## src/rtl/instr_fetch.sv

```systemverilog
`timescale 1ns/1ps
// instr_fetch: fetch stage feeding register file and decode.
//   Holds the PC, issues word reads to a 1-cycle-latency synchronous ROM and
//   buffers returned words in a 2-entry FIFO presented with valid/ready.
//   Redirects flush the FIFO and restart fetch at the new address.
// Ports:
//   clk, rst_n            clock, asynchronous active-low reset
//   imem_req/imem_addr    ROM read request and word-aligned byte address
//   imem_rdata            ROM data, valid the cycle after imem_req
//   redirect_valid/_pc    taken branch/jump, restart address (bits [1:0] ignored)
//   out_valid/out_ready   head handshake toward decode
//   out_instr/out_pc      head instruction and its PC (0 when empty)
//   rs1/rs2/rd            register-address fields sliced from out_instr
// Optional feature (macro FETCH_STATS_EN):
//   stat_fetched          saturating count of instructions handed to decode
//   stat_flushed          saturating count of entries/responses discarded by redirects
module instr_fetch #(
  parameter int unsigned           ADDR_WIDTH = 32,
  parameter logic [ADDR_WIDTH-1:0] RESET_PC   = '0
) (
  input  logic                  clk,
  input  logic                  rst_n,
  output logic                  imem_req,
  output logic [ADDR_WIDTH-1:0] imem_addr,
  input  logic [31:0]           imem_rdata,
  input  logic                  redirect_valid,
  input  logic [ADDR_WIDTH-1:0] redirect_pc,
  output logic                  out_valid,
  input  logic                  out_ready,
  output logic [31:0]           out_instr,
  output logic [ADDR_WIDTH-1:0] out_pc,
  output logic [4:0]            rs1,
  output logic [4:0]            rs2,
  output logic [4:0]            rd
`ifdef FETCH_STATS_EN
  ,
  output logic [31:0]           stat_fetched,
  output logic [31:0]           stat_flushed
`endif
);

  localparam int unsigned IW = 32;
  localparam int unsigned CW = 2;

  typedef struct packed {
    logic [IW-1:0]         instr;
    logic [ADDR_WIDTH-1:0] pc;
  } entry_t;

  logic [ADDR_WIDTH-1:0] r_pc, w_nxt_pc;
  logic                  r_inflight, w_nxt_inflight;
  logic [ADDR_WIDTH-1:0] r_inflight_pc, w_nxt_inflight_pc;
  logic                  r_kill, w_nxt_kill;
  logic [CW-1:0]         r_count, w_nxt_count;
  entry_t                r_ent0, r_ent1, w_nxt_ent0, w_nxt_ent1;

  logic                  w_out_valid;
  logic                  w_pop;
  logic                  w_push;
  logic                  w_issue;
  logic [2:0]            w_credit;
  logic [CW-1:0]         w_cnt_after_pop;
  entry_t                w_new_ent;

  // Handshake and credit: count + inflight - pop must stay below FIFO depth.
  always_comb begin
    w_out_valid     = (r_count != '0);
    w_pop           = w_out_valid & out_ready;
    w_credit        = 3'(r_count) + 3'(r_inflight) - 3'(w_pop);
    w_issue         = rst_n & ~redirect_valid & (w_credit < 3'd2);
    w_push          = r_inflight & ~r_kill & ~redirect_valid;
    w_cnt_after_pop = r_count - CW'(w_pop);
    w_new_ent.instr = imem_rdata;
    w_new_ent.pc    = r_inflight_pc;
  end

  // Next-state: redirect overrides everything; otherwise issue, shift-pop, push.
  always_comb begin
    w_nxt_pc          = r_pc;
    w_nxt_inflight    = r_inflight;
    w_nxt_inflight_pc = r_inflight_pc;
    w_nxt_kill        = r_kill;
    w_nxt_count       = r_count;
    w_nxt_ent0        = r_ent0;
    w_nxt_ent1        = r_ent1;
    if (redirect_valid) begin
      w_nxt_pc       = {redirect_pc[ADDR_WIDTH-1:2], 2'b00};
      w_nxt_kill     = r_inflight;
      w_nxt_inflight = 1'b0;
      w_nxt_count    = '0;
    end else begin
      w_nxt_kill     = 1'b0;
      w_nxt_inflight = w_issue;
      if (w_issue) begin
        w_nxt_inflight_pc = r_pc;
        w_nxt_pc          = r_pc + ADDR_WIDTH'(4);
      end
      // Head always lives in entry 0; a pop shifts entry 1 forward.
      if (w_pop) begin
        w_nxt_ent0 = r_ent1;
      end
      if (w_push) begin
        if (w_cnt_after_pop == '0) begin
          w_nxt_ent0 = w_new_ent;
        end else begin
          w_nxt_ent1 = w_new_ent;
        end
      end
      w_nxt_count = w_cnt_after_pop + CW'(w_push);
    end
  end

  // State registers.
  always_ff @(posedge clk or negedge rst_n) begin
    if (!rst_n) begin
      r_pc          <= RESET_PC;
      r_inflight    <= 1'b0;
      r_inflight_pc <= '0;
      r_kill        <= 1'b0;
      r_count       <= '0;
      r_ent0        <= '0;
      r_ent1        <= '0;
    end else begin
      r_pc          <= w_nxt_pc;
      r_inflight    <= w_nxt_inflight;
      r_inflight_pc <= w_nxt_inflight_pc;
      r_kill        <= w_nxt_kill;
      r_count       <= w_nxt_count;
      r_ent0        <= w_nxt_ent0;
      r_ent1        <= w_nxt_ent1;
    end
  end

  // Outputs: head fields forced to zero when the FIFO is empty.
  always_comb begin
    imem_req  = w_issue;
    imem_addr = r_pc;
    out_valid = w_out_valid;
    out_instr = w_out_valid ? r_ent0.instr : '0;
    out_pc    = w_out_valid ? r_ent0.pc    : '0;
    rs1       = out_instr[19:15];
    rs2       = out_instr[24:20];
    rd        = out_instr[11:7];
  end

`ifdef FETCH_STATS_EN
  logic [31:0] r_stat_fetched;
  logic [31:0] r_stat_flushed;
  logic [1:0]  w_flush_inc;
  logic [32:0] w_flush_sum;

  // Discards on redirect: entries left after this cycle's pop plus the dropped response.
  always_comb begin
    w_flush_inc = (r_count - CW'(w_pop)) + 2'(r_inflight);
    w_flush_sum = 33'(r_stat_flushed) + 33'(w_flush_inc);
  end

  // Saturating statistics counters.
  always_ff @(posedge clk or negedge rst_n) begin
    if (!rst_n) begin
      r_stat_fetched <= '0;
      r_stat_flushed <= '0;
    end else begin
      if (w_pop && (r_stat_fetched != 32'hFFFF_FFFF)) begin
        r_stat_fetched <= r_stat_fetched + 32'd1;
      end
      if (redirect_valid) begin
        r_stat_flushed <= w_flush_sum[32] ? 32'hFFFF_FFFF : w_flush_sum[31:0];
      end
    end
  end

  assign stat_fetched = r_stat_fetched;
  assign stat_flushed = r_stat_flushed;
`endif

endmodule

```

## config.mk

```make
export PLATFORM = sky130hd
export DESIGN_NAME = instr_fetch
export DESIGN_NICKNAME = d
export VERILOG_FILES = /design/src/rtl/instr_fetch.sv
export SDC_FILE = /design/constraint.sdc
export NUM_CORES = 1
export LEC_CHECK = 0
export BUFFER_PORTS_ARGS = -buffer_cell sky130_fd_sc_hd__buf_2
export CELL_PAD_IN_SITES_DETAIL_PLACEMENT = 1
export CELL_PAD_IN_SITES_GLOBAL_PLACEMENT = 2
export CORE_UTILIZATION = 33
export DETAILED_ROUTE_END_ITERATION = 10
export PLACE_DENSITY_LB_ADDON = 0.1
export SETUP_SLACK_MARGIN = 0.05
export SYNTH_ARGS = -nofsm -noshare
export SYNTH_HDL_FRONTEND = slang
export SYNTH_SLANG_ARGS = --single-unit
```

## constraint.sdc

```tcl
create_clock -name clk -period 4.3 [get_ports clk]
set_input_delay 0.645 -clock clk [delete_from_list [all_inputs] [get_ports clk]]
set_output_delay 0.645 -clock clk [all_outputs]
set_load 0.1 [all_outputs]
```

==> run_summary.xml, run 1 <==
<?xml version="1.0" encoding="UTF-8"?>
<metrics>
  <group name="status">
    <metric name="run_status" unit="">finished clean</metric>
  </group>
  <group name="setup_path">
    <metric name="crit_path_top_delay_cell" unit="">sky130_fd_sc_hd__fa_1</metric>
    <metric name="crit_chain" unit="">nand3b_1, nand2_1, nand2_1, fa_1, nand2_1, or3_1, inv_2, buf_2</metric>
    <metric name="criticalPathCategory" unit="">reg2out</metric>
    <metric name="worstPathMaxFanout" unit="">10</metric>
    <metric name="worst_ep_required_time" unit="ps">3650</metric>
    <metric name="crit_path_frequent_cell" unit="">sky130_fd_sc_hd__nand2_1</metric>
    <metric name="critical-path-top-delay-family" unit="">simple AND/OR/NAND/NOR gates</metric>
    <metric name="timing.critical_path.slowest_cell_delay" unit="ps">480</metric>
    <metric name="startpoint_type" unit="">register</metric>
    <metric name="cp.arrival" unit="ps">2970</metric>
    <metric name="end_kind" unit="">primary output</metric>
    <metric name="path_buf_inv" unit="">2</metric>
  </group>
  <group name="synth">
    <metric name="synth-edff-count" unit="">0</metric>
    <metric name="synth.top_cells.by_area" unit="">sky130_fd_sc_hd__dfrtp_1, sky130_fd_sc_hd__mux2_2, sky130_fd_sc_hd__nand2_1, sky130_fd_sc_hd__mux2i_1, sky130_fd_sc_hd__and2_1</metric>
    <metric name="async_reset_ff_share" unit="%">100.0</metric>
    <metric name="synthesis.instances" unit="">846</metric>
    <metric name="synthesis.area_per_instance" unit="um2">10.37</metric>
    <metric name="postSynthRegisterBits" unit="">190</metric>
    <metric name="yosysSeqAreaShare" unit="%">54.17</metric>
    <metric name="synthesized_area" unit="mm2">0.008777</metric>
    <metric name="count_of_cell_types_in_the_netlist" unit="">54</metric>
    <metric name="synth_flop_cell" unit="">sky130_fd_sc_hd__dfrtp_1</metric>
    <metric name="synthesis.yosys.warnings" unit="">0</metric>
    <metric name="yosys.area.top_type" unit="">sky130_fd_sc_hd__dfrtp_1</metric>
    <metric name="yosys.cell_count.top_type" unit="">sky130_fd_sc_hd__dfrtp_1</metric>
    <metric name="yosysTopAreaCellShare" unit="%">54.17</metric>
    <metric name="synth_commonest_cells" unit="">sky130_fd_sc_hd__dfrtp_1, sky130_fd_sc_hd__nand2_1, sky130_fd_sc_hd__nor2_1</metric>
  </group>
  <group name="global_routing">
    <metric name="grt-ovfl-total" unit="">0</metric>
    <metric name="global_route.usage.met2" unit="%">27.18</metric>
    <metric name="met1_track_utilization_from_global_routing" unit="%">26.81</metric>
    <metric name="use_met3" unit="%">2.647</metric>
    <metric name="grt_antenna_before_repair" unit="">0</metric>
    <metric name="first_pass_grt_wire_length" unit="mm">38.09</metric>
    <metric name="grt_busiest_layer" unit="">met2</metric>
    <metric name="grt_start_max_net_pins" unit="">80</metric>
    <metric name="first_global_vias" unit="">6896</metric>
    <metric name="global_route.usage.total" unit="%">17.93</metric>
  </group>
  <group name="die">
    <metric name="ioPinCount" unit="">181</metric>
    <metric name="initial_core_util" unit="%">33.68</metric>
    <metric name="fp.dieArea" unit="mm2">0.02725</metric>
    <metric name="num_rows" unit="">59</metric>
    <metric name="fp.dieH" unit="um">165.1</metric>
    <metric name="coreArea" unit="mm2">0.02606</metric>
    <metric name="overall_die_width" unit="um">165.1</metric>
  </group>
  <group name="detailed_routing">
    <metric name="antenna_left" unit="">0</metric>
    <metric name="drt_pass1_iterations" unit="">4</metric>
    <metric name="drt-total-wl" unit="mm">23.36</metric>
    <metric name="first_iter_violations" unit="">344</metric>
    <metric name="viasPerCell" unit="">4.987</metric>
    <metric name="wl_per_cell" unit="um">17.55</metric>
    <metric name="detailroute.via_count" unit="">6638</metric>
    <metric name="post-route-drc-count" unit="">0</metric>
  </group>
  <group name="cts">
    <metric name="clockBufferDepth" unit="">2</metric>
    <metric name="cts_htree_levels" unit="">4</metric>
    <metric name="numCtsBuffers" unit="">17</metric>
    <metric name="clock_tree_from_tritoncts" unit="">built</metric>
    <metric name="clk_transition_reported_paths" unit="ps">80</metric>
    <metric name="clock_root_buffer_master" unit="">sky130_fd_sc_hd__clkbuf_16</metric>
    <metric name="post-cts-setup-buffers" unit="">0</metric>
    <metric name="cts-resized-gates" unit="">0</metric>
    <metric name="clkSinkCount" unit="">190</metric>
    <metric name="clock_latency" unit="ps">430</metric>
    <metric name="cts_hold_buffers" unit="">0</metric>
  </group>
  <group name="place">
    <metric name="detailed_place_hpwl" unit="mm">15.55</metric>
    <metric name="routabilityCongestion" unit="">0.7743</metric>
    <metric name="port_buffers" unit="">176</metric>
  </group>
  <group name="sta">
    <metric name="remaining_max_slew_budget_at_the_tightest_pin" unit="%">38.89</metric>
    <metric name="max_transition_viols_final" unit="">0</metric>
    <metric name="finalSetupViolations" unit="">0</metric>
    <metric name="fmaxAchievable" unit="MHz">276.7</metric>
    <metric name="fin_setup_tns" unit="ps">0</metric>
    <metric name="final.min_clock_period" unit="ps">3614</metric>
    <metric name="skew" unit="ps">16.78</metric>
    <metric name="tightest_slew" unit="ps">916.7</metric>
    <metric name="finalHoldViolCount" unit="">0</metric>
    <metric name="final.period_utilization" unit="%">84.05</metric>
    <metric name="rsz0062_at_grt" unit="">false</metric>
  </group>
  <group name="power">
    <metric name="power.static_leakage" unit="nW">5.307</metric>
    <metric name="p_per_area" unit="mW/mm2">463.3</metric>
    <metric name="netSwitchingFraction" unit="%">34.51</metric>
    <metric name="vdd_drop_max" unit="mV">0.1974</metric>
    <metric name="clock_power_share" unit="%">31.9</metric>
    <metric name="p_seq_share" unit="%">46.4</metric>
    <metric name="intPower" unit="mW">3.164</metric>
    <metric name="power.switching" unit="mW">1.667</metric>
    <metric name="power.total" unit="mW">4.831</metric>
    <metric name="power_frac_comb" unit="%">21.7</metric>
  </group>
  <group name="cells_and_area">
    <metric name="nets" unit="">1055</metric>
    <metric name="share_of_final_layout_standard_cells_stronger_than_drive_strength_1" unit="%">29.32</metric>
    <metric name="area_growth" unit="%">18.80</metric>
    <metric name="diodes" unit="">0</metric>
  </group>
  <group name="min_path">
    <metric name="worst_hold_path_type" unit="">in2async</metric>
  </group>
  <group name="run">
    <metric name="cap_violations" unit="">0</metric>
  </group>
</metrics>
-- kinds of logic (layout without fill, tap and decap cells) --
logic type,count (synthesis),in the layout,share of synthesized area [%]
buffers and inverters,81,230,4.633
xor gates and xnor gates,3,3,0.2994
DFF,190,190,54.17
AOI/OAI and AO/OA,145,145,10.56
other,1,2,0.04272
and+or+nand+nor,321,321,17.26
muxes,102,102,12.52
adders and majority gates,3,3,0.5131
-- power groups by stage --
| stage | Combinational [mW] | Sequential, mW | Clock, mW |
|---|---|---|---|
| 4_1_cts | 1.07 | 2.24 | 1.60 |
| 3_5_place_dp | 1.06 | 2.28 | 0 |
| 2_1_floorplan | 0.634 | 2.43 | 0 |
| 3_3_place_gp | 1.05 | 2.27 | 0 |
| 6_report | 1.05 | 2.24 | 1.54 |
| 5_1_grt | 1.14 | 2.29 | 1.67 |
-- cells in the final DEF (no fill, tap or decap), drive strengths merged, types with 11 or more instances in the layout --
cell and count:
o311ai 20, a21oi 63, and2 63, o22ai 29
clkbuf 21, nand4 11, dfrtp 190, nand2 127
nor2 77, nand3 13, mux2i 40, buf 189
mux2 62
-- registers in the layout (all words and copies together) (netlist names) --
signal,count
r_ent0,64
r_kill,1
imem_addr,30
r_inflight,1
r_count,2
r_ent1,62
r_inflight_pc,30
-- routing by layer --
metal / up-vias / share of wire (%)
met5: - / 0
met1: 3281 / 52
li1: 3196 / -
met3: 15 / 3.8
met4: 0 / 0.87
met2: 146 / 43
-- metrics by stage --
step | util (%) | area [um2] | cells | hold WS (ps) | setup WS (ps)
global route | 40.02 | 10430 | 1331 | 190.9 | 530.7
finish | 40.02 | 10430 | 1331 | 168.9 | 686.0
detailed placement | 37.84 | 9861 | 1300 | 493.6 | 372.6
CTS | 40.02 | 10430 | 1331 | 180.6 | 635.4
global placement | 37.84 | 9861 | 1300 | 477.0 | 438.6
floorplan | - | 8781 | 847 | 349.4 | 869.5
-- area by class of cell --
cell class / instances / area [um2]
Clock buffer: 20 / 456.7
Inverter: 9 / 33.78
Multi-Input combinational cell: 576 / 3646
Timing Repair Buffer: 190 / 1007
Fill cell: 3012 / 15630
Tap cell: 335 / 419.2
Clock inverter: 11 / 110.1
Sequential cell: 190 / 4755
-- final timing paths --
kind	start	end	slack (ps)	cells past startpoint
setup / recovery	r_count[1]	imem_req	690	8
hold / removal	rst_n	r_count[1]	170	1
setup reg to reg	r_count[1]	imem_addr[21]	830	11
hold reg to reg	r_inflight_pc[28]	r_inflight_pc[28]	500	2
max in group asynchronous	rst_n	r_ent1[30]	2810	2
min in group clk	redirect_pc[4]	imem_addr[4]	420	3
No activity file was read; power rests on OpenSTA's default activity.
==> run 2, diff against run 1 <==
==> constraint.sdc (replaced) <==
create_clock -name clk -period 3.75 [get_ports clk]
set_input_delay 0.5625 -clock clk [delete_from_list [all_inputs] [get_ports clk]]
set_output_delay 0.5625 -clock clk [all_outputs]
set_load 0.1 [all_outputs]
==> run 2 against run 1 <==
Effect of this change:
- core utilization up 0.23 points
- clock power grew 18%
- first-iteration DRC count up 4.1%
- combinational power grew 14%
- setup slack got worse by 350 ps
- wire length about the same
- non-clock buffer count is 1 higher
- global-route usage about the same
- final area up 0.58%
- largest cell class unchanged
==> run_summary.xml, run 2 (synthesized netlist as in run 1, its figures left out) <==
<?xml version="1.0" encoding="UTF-8"?>
<metrics>
  <group name="setup_path">
    <metric name="path_buf_inv" unit="">2</metric>
    <metric name="crit_path_start" unit="">r_count[1]</metric>
    <metric name="critical_path.reg2reg.startpoint" unit="">r_count[1]</metric>
    <metric name="end_kind" unit="">primary output</metric>
    <metric name="critical_path_cell_count" unit="">8</metric>
    <metric name="crit_path_frequent_cell" unit="">sky130_fd_sc_hd__nand2_1</metric>
    <metric name="startpoint_type" unit="">register</metric>
    <metric name="critical-path-top-delay-family" unit="">simple AND/OR/NAND/NOR gates</metric>
    <metric name="cp.arrival" unit="ps">2860</metric>
    <metric name="timing.reg2reg.worst_path_depth" unit="">11</metric>
    <metric name="worst_ep_required_time" unit="ps">3190</metric>
    <metric name="crit_chain" unit="">nand3b_1, nand2_1, nand2_1, fa_1, xor2_2, or3_1, inv_2, clkbuf_4</metric>
    <metric name="worstPathMaxFanout" unit="">10</metric>
    <metric name="timing.critical_path.slowest_cell_delay" unit="ps">520</metric>
    <metric name="crit_path_top_delay_cell" unit="">sky130_fd_sc_hd__dfrtp_1</metric>
    <metric name="criticalPathCategory" unit="">reg2out</metric>
  </group>
  <group name="cells_and_area">
    <metric name="diodes" unit="">0</metric>
    <metric name="share_of_final_layout_standard_cells_stronger_than_drive_strength_1" unit="%">29.39</metric>
    <metric name="final_design_area_excluding_fillers" unit="mm2">0.01049</metric>
    <metric name="reg.largest.list" unit="">r_ent0 x64, r_ent1 x62</metric>
    <metric name="area_growth" unit="%">19.49</metric>
    <metric name="layout_common_cells" unit="">sky130_fd_sc_hd__dfrtp_1, sky130_fd_sc_hd__buf_2, sky130_fd_sc_hd__nand2_1</metric>
    <metric name="max_flop_register" unit="">r_ent0</metric>
    <metric name="layout.cells.most_common" unit="">sky130_fd_sc_hd__dfrtp_1</metric>
    <metric name="largest_register_ffs" unit="">64</metric>
    <metric name="nets" unit="">1056</metric>
  </group>
  <group name="cts">
    <metric name="clk_transition_reported_paths" unit="ps">70</metric>
    <metric name="clock_root_buffer_master" unit="">sky130_fd_sc_hd__clkbuf_16</metric>
    <metric name="clockBufferDepth" unit="">2</metric>
    <metric name="post-cts-setup-buffers" unit="">0</metric>
    <metric name="numCtsBuffers" unit="">17</metric>
    <metric name="clock_tree_from_tritoncts" unit="">built</metric>
    <metric name="clock_latency" unit="ps">420</metric>
    <metric name="clkSinkCount" unit="">190</metric>
    <metric name="cts_htree_levels" unit="">4</metric>
  </group>
  <group name="min_path">
    <metric name="hold_depth" unit="">3</metric>
    <metric name="worst_hold_path_type" unit="">in2reg</metric>
    <metric name="hold_path.startpoint" unit="">redirect_pc[4]</metric>
  </group>
  <group name="global_routing">
    <metric name="global_route.usage.total" unit="%">17.97</metric>
    <metric name="first_pass_grt_wire_length" unit="mm">37.93</metric>
    <metric name="grt_antenna_before_repair" unit="">0</metric>
    <metric name="grt_start_max_net_pins" unit="">172</metric>
    <metric name="first_global_vias" unit="">6797</metric>
    <metric name="grt-ovfl-total" unit="">0</metric>
  </group>
  <group name="sta">
    <metric name="fmaxAchievable" unit="MHz">292.5</metric>
    <metric name="max_transition_viols_final" unit="">0</metric>
    <metric name="finalHoldViolCount" unit="">0</metric>
    <metric name="finalSetupViolations" unit="">0</metric>
    <metric name="worst_setup_margin" unit="ps">331.1</metric>
    <metric name="final.min_clock_period" unit="ps">3419</metric>
    <metric name="remaining_max_slew_budget_at_the_tightest_pin" unit="%">32.09</metric>
    <metric name="skew" unit="ps">11.42</metric>
    <metric name="final.period_utilization" unit="%">91.17</metric>
    <metric name="tightest_slew" unit="ps">1019</metric>
    <metric name="rsz0062_at_grt" unit="">false</metric>
  </group>
  <group name="detailed_routing">
    <metric name="viasPerCell" unit="">4.998</metric>
    <metric name="drt-total-wl" unit="mm">23.34</metric>
    <metric name="detailroute.via_count" unit="">6657</metric>
    <metric name="wl_per_cell" unit="um">17.52</metric>
    <metric name="drt_pass1_iterations" unit="">4</metric>
    <metric name="antenna_left" unit="">0</metric>
    <metric name="post-route-drc-count" unit="">0</metric>
    <metric name="first_iter_violations" unit="">358</metric>
  </group>
  <group name="status">
    <metric name="run_status" unit="">finished clean</metric>
  </group>
  <group name="power">
    <metric name="vdd_drop_max" unit="mV">0.2097</metric>
    <metric name="clock_power_share" unit="%">32.4</metric>
    <metric name="power.switching" unit="mW">1.898</metric>
    <metric name="p_per_area" unit="mW/mm2">532.1</metric>
    <metric name="intPower" unit="mW">3.682</metric>
    <metric name="p_seq_share" unit="%">46.1</metric>
    <metric name="power.static_leakage" unit="nW">5.330</metric>
    <metric name="power_frac_comb" unit="%">21.6</metric>
    <metric name="netSwitchingFraction" unit="%">34.01</metric>
  </group>
  <group name="place">
    <metric name="routabilityCongestion" unit="">0.7597</metric>
    <metric name="pre_cts_ws" unit="ps">-73.56</metric>
    <metric name="detailed_place_hpwl" unit="mm">15.23</metric>
    <metric name="port_buffers" unit="">176</metric>
    <metric name="post_dp_cell_area" unit="mm2">0.009886</metric>
  </group>
  <group name="die">
    <metric name="overall_die_width" unit="um">165.1</metric>
    <metric name="num_rows" unit="">59</metric>
    <metric name="fp.dieH" unit="um">165.1</metric>
    <metric name="ioPinCount" unit="">181</metric>
    <metric name="fp.dieArea" unit="mm2">0.02725</metric>
    <metric name="initial_core_util" unit="%">33.68</metric>
    <metric name="coreArea" unit="mm2">0.02606</metric>
  </group>
  <group name="run">
    <metric name="cap_violations" unit="">0</metric>
  </group>
</metrics>
## run 2: changes by cell type in the layout (fill, tap and decap cells not counted), moves of 2 or more
cell                       delta
sky130_fd_sc_hd__buf_12       +2
sky130_fd_sc_hd__buf_4        -2
sky130_fd_sc_hd__clkinv_4     -2
sky130_fd_sc_hd__inv_6        +2
## run 2: layout make-up
type / instances / area [um2]
fillers: 2961 / 15570
multi-input cells: 576 / 3656
flip-flops and latches: 190 / 4755
repair buffers: 191 / 1045
clock buffers: 20 / 446.7
inverters: 9 / 33.78
well taps: 335 / 419.2
clock inverters: 11 / 132.6
## run 2: timing repair
action,CTS,global route
resized for setup,0,3
endpoints found under the hold margin,19,0
hold buffers,1,0
setup endpoints to repair,0,12
## run 2: per-stage QoR
| stage | cells | TNS [ps] | utilization (%) | power, mW | hold WS (ps) |
|---|---|---|---|---|---|
| floorplan | 847 | 0 | - | 3.514 | 266.9 |
| global placement | 1300 | -34.34 | 37.94 | 3.805 | 446.5 |
| detailed placement | 1300 | -354.0 | 37.94 | 3.830 | 446.7 |
| CTS | 1332 | 0 | 40.20 | 5.668 | 316.8 |
| global route | 1332 | 0 | 40.25 | 5.888 | 326.8 |
| finish | 1332 | 0 | 40.25 | 5.580 | 338.1 |
## run 2: final timing paths
kind / endpoint / slack (ps)
max: imem_req / 330
min: imem_addr[4] / 340
max reg2reg: imem_addr[13] / 620
min reg2reg: r_inflight_pc[25] / 500
max in group asynchronous: r_ent1[47] / 1930
min in group asynchronous: imem_addr[28] / 560
## run 2: routing by layer
metal  track usage [%]  vias to the layer above  part of all wire [%]
met5                 0                        -                     0
met4             4.295                        0                  0.86
met3             3.222                       11                   4.3
met2             26.89                      167                    43
met1             26.71                     3280                    51
li1                  -                     3199                     -
## run 2: worst register-to-register path, cell delays in order (launching register included)
cell	delay (ps)
sky130_fd_sc_hd__dfrtp_1	520
sky130_fd_sc_hd__nand3b_1	180
sky130_fd_sc_hd__nand2_1	120
sky130_fd_sc_hd__nand2_1	80
sky130_fd_sc_hd__fa_1	410
sky130_fd_sc_hd__xor2_2	240
sky130_fd_sc_hd__or3_1	470
sky130_fd_sc_hd__inv_2	90
sky130_fd_sc_hd__buf_4	240
sky130_fd_sc_hd__nor2_2	170
sky130_fd_sc_hd__a21o_1	210
sky130_fd_sc_hd__a221o_1	280
## run 2: power groups by stage
stage               Sequential (mW)  Clock (mW)  Combinational [mW]
finish                         2.57        1.81                1.20
global route                   2.62        1.96                1.31
CTS                            2.58        1.87                1.22
detailed placement             2.62           0                1.21
global placement               2.60           0                1.20
floorplan                      2.79           0               0.727
==> run 3, diff against run 2 <==
--- a/config.mk
+++ b/config.mk
@@ -5,10 +5,11 @@
 export SDC_FILE = /design/constraint.sdc
 export NUM_CORES = 1
 export LEC_CHECK = 0
+export ABC_AREA = 1
 export BUFFER_PORTS_ARGS = -buffer_cell sky130_fd_sc_hd__buf_2
 export CELL_PAD_IN_SITES_DETAIL_PLACEMENT = 1
 export CELL_PAD_IN_SITES_GLOBAL_PLACEMENT = 2
-export CORE_UTILIZATION = 33
+export CORE_UTILIZATION = 32
 export DETAILED_ROUTE_END_ITERATION = 10
 export PLACE_DENSITY_LB_ADDON = 0.1
 export SETUP_SLACK_MARGIN = 0.05
==> run 3 against run 2 <==
Effect of this change:
- power up 19%
- final cell count grew 33%
- critical path depth rose by 3
- non-clock buffer count is 1 higher
- setup slack improved by 110 ps
- core utilization down 1.8 points
- register-to-register slack improved by 290 ps
- critical endpoint unchanged
==> run_summary.xml, run 3 <==
<?xml version="1.0" encoding="UTF-8"?>
<metrics>
  <group name="status">
    <metric name="run_status" unit="">finished clean</metric>
  </group>
  <group name="synth">
    <metric name="synth.top_cells.by_area" unit="">sky130_fd_sc_hd__dfrtp_1, sky130_fd_sc_hd__o21ai_0, sky130_fd_sc_hd__nand2_1, sky130_fd_sc_hd__inv_1, sky130_fd_sc_hd__nor2_1</metric>
    <metric name="synth-edff-count" unit="">0</metric>
    <metric name="synth-simple-area-share" unit="%">19.11</metric>
    <metric name="count_of_cell_types_in_the_netlist" unit="">31</metric>
    <metric name="largest_family_of_logic_cells_by_synthesized_area" unit="">simple AND/OR/NAND/NOR gates</metric>
    <metric name="synthesis.yosys.warnings" unit="">0</metric>
    <metric name="synthesized_area" unit="mm2">0.009515</metric>
    <metric name="postSynthRegisterBits" unit="">190</metric>
    <metric name="synth_commonest_cells" unit="">sky130_fd_sc_hd__nand2_1, sky130_fd_sc_hd__inv_1, sky130_fd_sc_hd__o21ai_0</metric>
    <metric name="synth.area.mux_share" unit="%">0</metric>
    <metric name="synthesis.instances" unit="">1242</metric>
    <metric name="adder_cell_share_of_the_synthesized_area" unit="%">0.4734</metric>
    <metric name="async_reset_ff_share" unit="%">100.0</metric>
    <metric name="yosys.cell_count.top_type" unit="">sky130_fd_sc_hd__nand2_1</metric>
    <metric name="post_synth_xor_area_fraction" unit="%">0.6443</metric>
    <metric name="yosysSeqAreaShare" unit="%">49.97</metric>
    <metric name="yosys.area.top_type" unit="">sky130_fd_sc_hd__dfrtp_1</metric>
    <metric name="yosysTopAreaCellShare" unit="%">49.97</metric>
    <metric name="synthesized_area_fraction_occupied_by_ao_oa_aoi_and_oai_cells" unit="%">15.90</metric>
    <metric name="synthesis.area_per_instance" unit="um2">7.661</metric>
    <metric name="synth_flop_cell" unit="">sky130_fd_sc_hd__dfrtp_1</metric>
  </group>
  <group name="setup_path">
    <metric name="worst_ep_required_time" unit="ps">3190</metric>
    <metric name="timing.critical_path.slowest_cell_delay" unit="ps">520</metric>
    <metric name="rr_endpoint" unit="">imem_addr[30]</metric>
    <metric name="critical_path.reg2reg.startpoint" unit="">r_count[1]</metric>
    <metric name="crit_path_frequent_cell" unit="">sky130_fd_sc_hd__nand2_1</metric>
    <metric name="worstPathMaxFanout" unit="">9</metric>
    <metric name="r2r_setup_slack" unit="ps">910</metric>
    <metric name="crit_path_top_delay_cell" unit="">sky130_fd_sc_hd__dfrtp_1</metric>
    <metric name="crit_chain" unit="">nor2_4, nor2_2, nand2_1, o21ai_0, nand2_1, fa_1, nand2_1, nor2_1, nand2_2, inv_1, buf_12</metric>
    <metric name="criticalPathCategory" unit="">reg2out</metric>
    <metric name="startpoint_type" unit="">register</metric>
    <metric name="end_kind" unit="">primary output</metric>
    <metric name="timing.reg2reg.worst_path_depth" unit="">13</metric>
    <metric name="cp.arrival" unit="ps">2750</metric>
  </group>
  <group name="cts">
    <metric name="clk_transition_reported_paths" unit="ps">80</metric>
    <metric name="clock_root_buffer_master" unit="">sky130_fd_sc_hd__clkbuf_16</metric>
    <metric name="post-cts-setup-buffers" unit="">0</metric>
    <metric name="clkSinkCount" unit="">190</metric>
    <metric name="clock_latency" unit="ps">440</metric>
    <metric name="clock_tree_from_tritoncts" unit="">built</metric>
    <metric name="clockBufferDepth" unit="">2</metric>
    <metric name="cts_htree_levels" unit="">4</metric>
    <metric name="numCtsBuffers" unit="">17</metric>
  </group>
  <group name="cells_and_area">
    <metric name="nets" unit="">1444</metric>
    <metric name="largest_register_ffs" unit="">64</metric>
    <metric name="max_flop_register" unit="">r_ent0</metric>
    <metric name="utilization" unit="%">38.46</metric>
    <metric name="layout_common_cells" unit="">sky130_fd_sc_hd__nand2_1, sky130_fd_sc_hd__inv_1, sky130_fd_sc_hd__o21ai_0</metric>
    <metric name="share_of_final_layout_standard_cells_stronger_than_drive_strength_1" unit="%">16.88</metric>
    <metric name="diodes" unit="">0</metric>
    <metric name="area_growth" unit="%">17.28</metric>
    <metric name="reg.largest.list" unit="">r_ent0 x64, r_ent1 x62</metric>
    <metric name="final_design_area_excluding_fillers" unit="mm2">0.01116</metric>
    <metric name="layout.cells.most_common" unit="">sky130_fd_sc_hd__nand2_1</metric>
  </group>
  <group name="run">
    <metric name="cap_violations" unit="">0</metric>
  </group>
  <group name="global_routing">
    <metric name="grt-ovfl-total" unit="">0</metric>
    <metric name="grt_antenna_before_repair" unit="">1</metric>
    <metric name="first_global_vias" unit="">8292</metric>
    <metric name="first_pass_grt_wire_length" unit="mm">44.93</metric>
    <metric name="grt_start_max_net_pins" unit="">70</metric>
    <metric name="global_route.usage.total" unit="%">18.75</metric>
  </group>
  <group name="die">
    <metric name="overall_die_width" unit="um">174.4</metric>
    <metric name="coreArea" unit="mm2">0.02901</metric>
    <metric name="initial_core_util" unit="%">32.80</metric>
    <metric name="fp.dieH" unit="um">174.4</metric>
    <metric name="num_rows" unit="">62</metric>
    <metric name="ioPinCount" unit="">181</metric>
    <metric name="fp.dieArea" unit="mm2">0.03043</metric>
  </group>
  <group name="sta">
    <metric name="final.min_clock_period" unit="ps">3312</metric>
    <metric name="remaining_max_slew_budget_at_the_tightest_pin" unit="%">31.98</metric>
    <metric name="skew" unit="ps">12.28</metric>
    <metric name="worst_setup_margin" unit="ps">437.8</metric>
    <metric name="rsz0062_at_grt" unit="">false</metric>
    <metric name="finalSetupViolations" unit="">0</metric>
    <metric name="fin_setup_tns" unit="ps">0</metric>
    <metric name="fmaxAchievable" unit="MHz">301.9</metric>
    <metric name="finalHoldViolCount" unit="">0</metric>
    <metric name="max_transition_viols_final" unit="">0</metric>
    <metric name="final.period_utilization" unit="%">88.33</metric>
    <metric name="tightest_slew" unit="ps">1019</metric>
  </group>
  <group name="min_path">
    <metric name="worst_hold_path_type" unit="">in2reg</metric>
    <metric name="hold_depth" unit="">3</metric>
    <metric name="hold_path.startpoint" unit="">redirect_pc[12]</metric>
    <metric name="worst_hold_path.endpoint" unit="">imem_addr[12]</metric>
  </group>
  <group name="detailed_routing">
    <metric name="drt_pass1_iterations" unit="">4</metric>
    <metric name="wl_per_cell" unit="um">15.48</metric>
    <metric name="antenna_left" unit="">0</metric>
    <metric name="drt-total-wl" unit="mm">27.40</metric>
    <metric name="post-route-drc-count" unit="">0</metric>
    <metric name="detailroute.via_count" unit="">8220</metric>
    <metric name="first_iter_violations" unit="">425</metric>
    <metric name="viasPerCell" unit="">4.644</metric>
  </group>
  <group name="power">
    <metric name="p_per_area" unit="mW/mm2">595.3</metric>
    <metric name="vdd_drop_max" unit="mV">0.3206</metric>
    <metric name="power.static_leakage" unit="nW">6.105</metric>
  </group>
  <group name="place">
    <metric name="routabilityCongestion" unit="">0.7675</metric>
    <metric name="port_buffers" unit="">176</metric>
    <metric name="pre_cts_ws" unit="ps">718.9</metric>
    <metric name="detailed_place_hpwl" unit="mm">18.33</metric>
    <metric name="post_dp_cell_area" unit="mm2">0.01058</metric>
  </group>
</metrics>
run 3: changes by cell type after synthesis, moves of 9 or more:
cell | previous run | this run
sky130_fd_sc_hd__a221o_1 | 9 | 0
sky130_fd_sc_hd__nand3_1 | 11 | 46
sky130_fd_sc_hd__o311ai_0 | 16 | 0
sky130_fd_sc_hd__mux2i_1 | 40 | 0
sky130_fd_sc_hd__o211ai_1 | 5 | 35
sky130_fd_sc_hd__nand2_1 | 127 | 238
sky130_fd_sc_hd__inv_1 | 7 | 227
sky130_fd_sc_hd__o21ai_0 | 7 | 193
sky130_fd_sc_hd__a21oi_1 | 63 | 36
sky130_fd_sc_hd__nor2_1 | 77 | 144
sky130_fd_sc_hd__o21ai_1 | 1 | 13
sky130_fd_sc_hd__and2_1 | 63 | 0
sky130_fd_sc_hd__o22ai_1 | 29 | 0
sky130_fd_sc_hd__mux2_2 | 62 | 0
run 3: cell families (layout without fill, tap and decap cells):
family	count (synthesis)	count (layout)
flops	190	190
fa+ha+maj	3	3
xor+xnor	7	7
other cells	1	2
buf+inv	310	453
simple gates	449	449
compound gates	282	282
run 3: power by group:
part	switching [mW]	leakage, nW	internal [mW]	total [mW]
Clock	0.893	0.275	0.894	1.79
Combinational	1.62	3.59	0.443	2.06
Sequential	0.251	2.25	2.55	2.80
Total	2.76	6.11	3.88	6.64
run 3: critical path, delay by kind of cell (launching register included):
family	cells	cell delay (ps)
compound gates	1	130
fa+ha+maj	1	490
simple gates	7	800
flops	1	520
buf+inv	2	370
run 3: how the worst max path moves through the flow:
| stage | startpoint | to | slack, ps | depth (start not counted) |
|---|---|---|---|---|
| after global placement | out_ready | imem_req | 750 | 12 |
| after detailed placement | out_ready | imem_addr[24] | 720 | 16 |
| final | r_count[1] | imem_req | 440 | 11 |
| after CTS | r_count[1] | imem_req | 370 | 11 |
| after floorplan | r_count[1] | rs1[0] | 470 | 5 |
| after global routing | r_count[1] | imem_req | 160 | 11 |
run 3: through the flow:
| stage | std cells | power, mW | hold slack [ps] |
|---|---|---|---|
| after global routing | 1770 | 7.058 | 353.0 |
| final | 1770 | 6.643 | 341.8 |
| after CTS | 1770 | 6.746 | 329.5 |
| after floorplan | 1243 | 4.452 | 266.9 |
| after global placement | 1737 | 4.872 | 461.2 |
| after detailed placement | 1737 | 4.920 | 470.4 |
run 3: final cells by class:
class,instances,area [um2]
clock buffers,18,439.2
clock inverters,14,126.4
well taps,384,480.5
fillers,3621,17850
multi-input cells,743,3460
repair buffers,192,1040
flip-flops and latches,190,4755
inverters,229,859.6
run 3: per-layer routing:
layer	vias up	track usage, %	share of wire (%)
met5	-	0	0.055
li1	4118	-	-
met4	2	5.300	1.2
met2	156	29.70	46
met1	3923	26.52	50
met3	21	2.756	3.5
run 3: timing repair:
item	CTS	global route
endpoints found under the hold margin	6	0
resized for setup	0	0
hold buffers	1	0
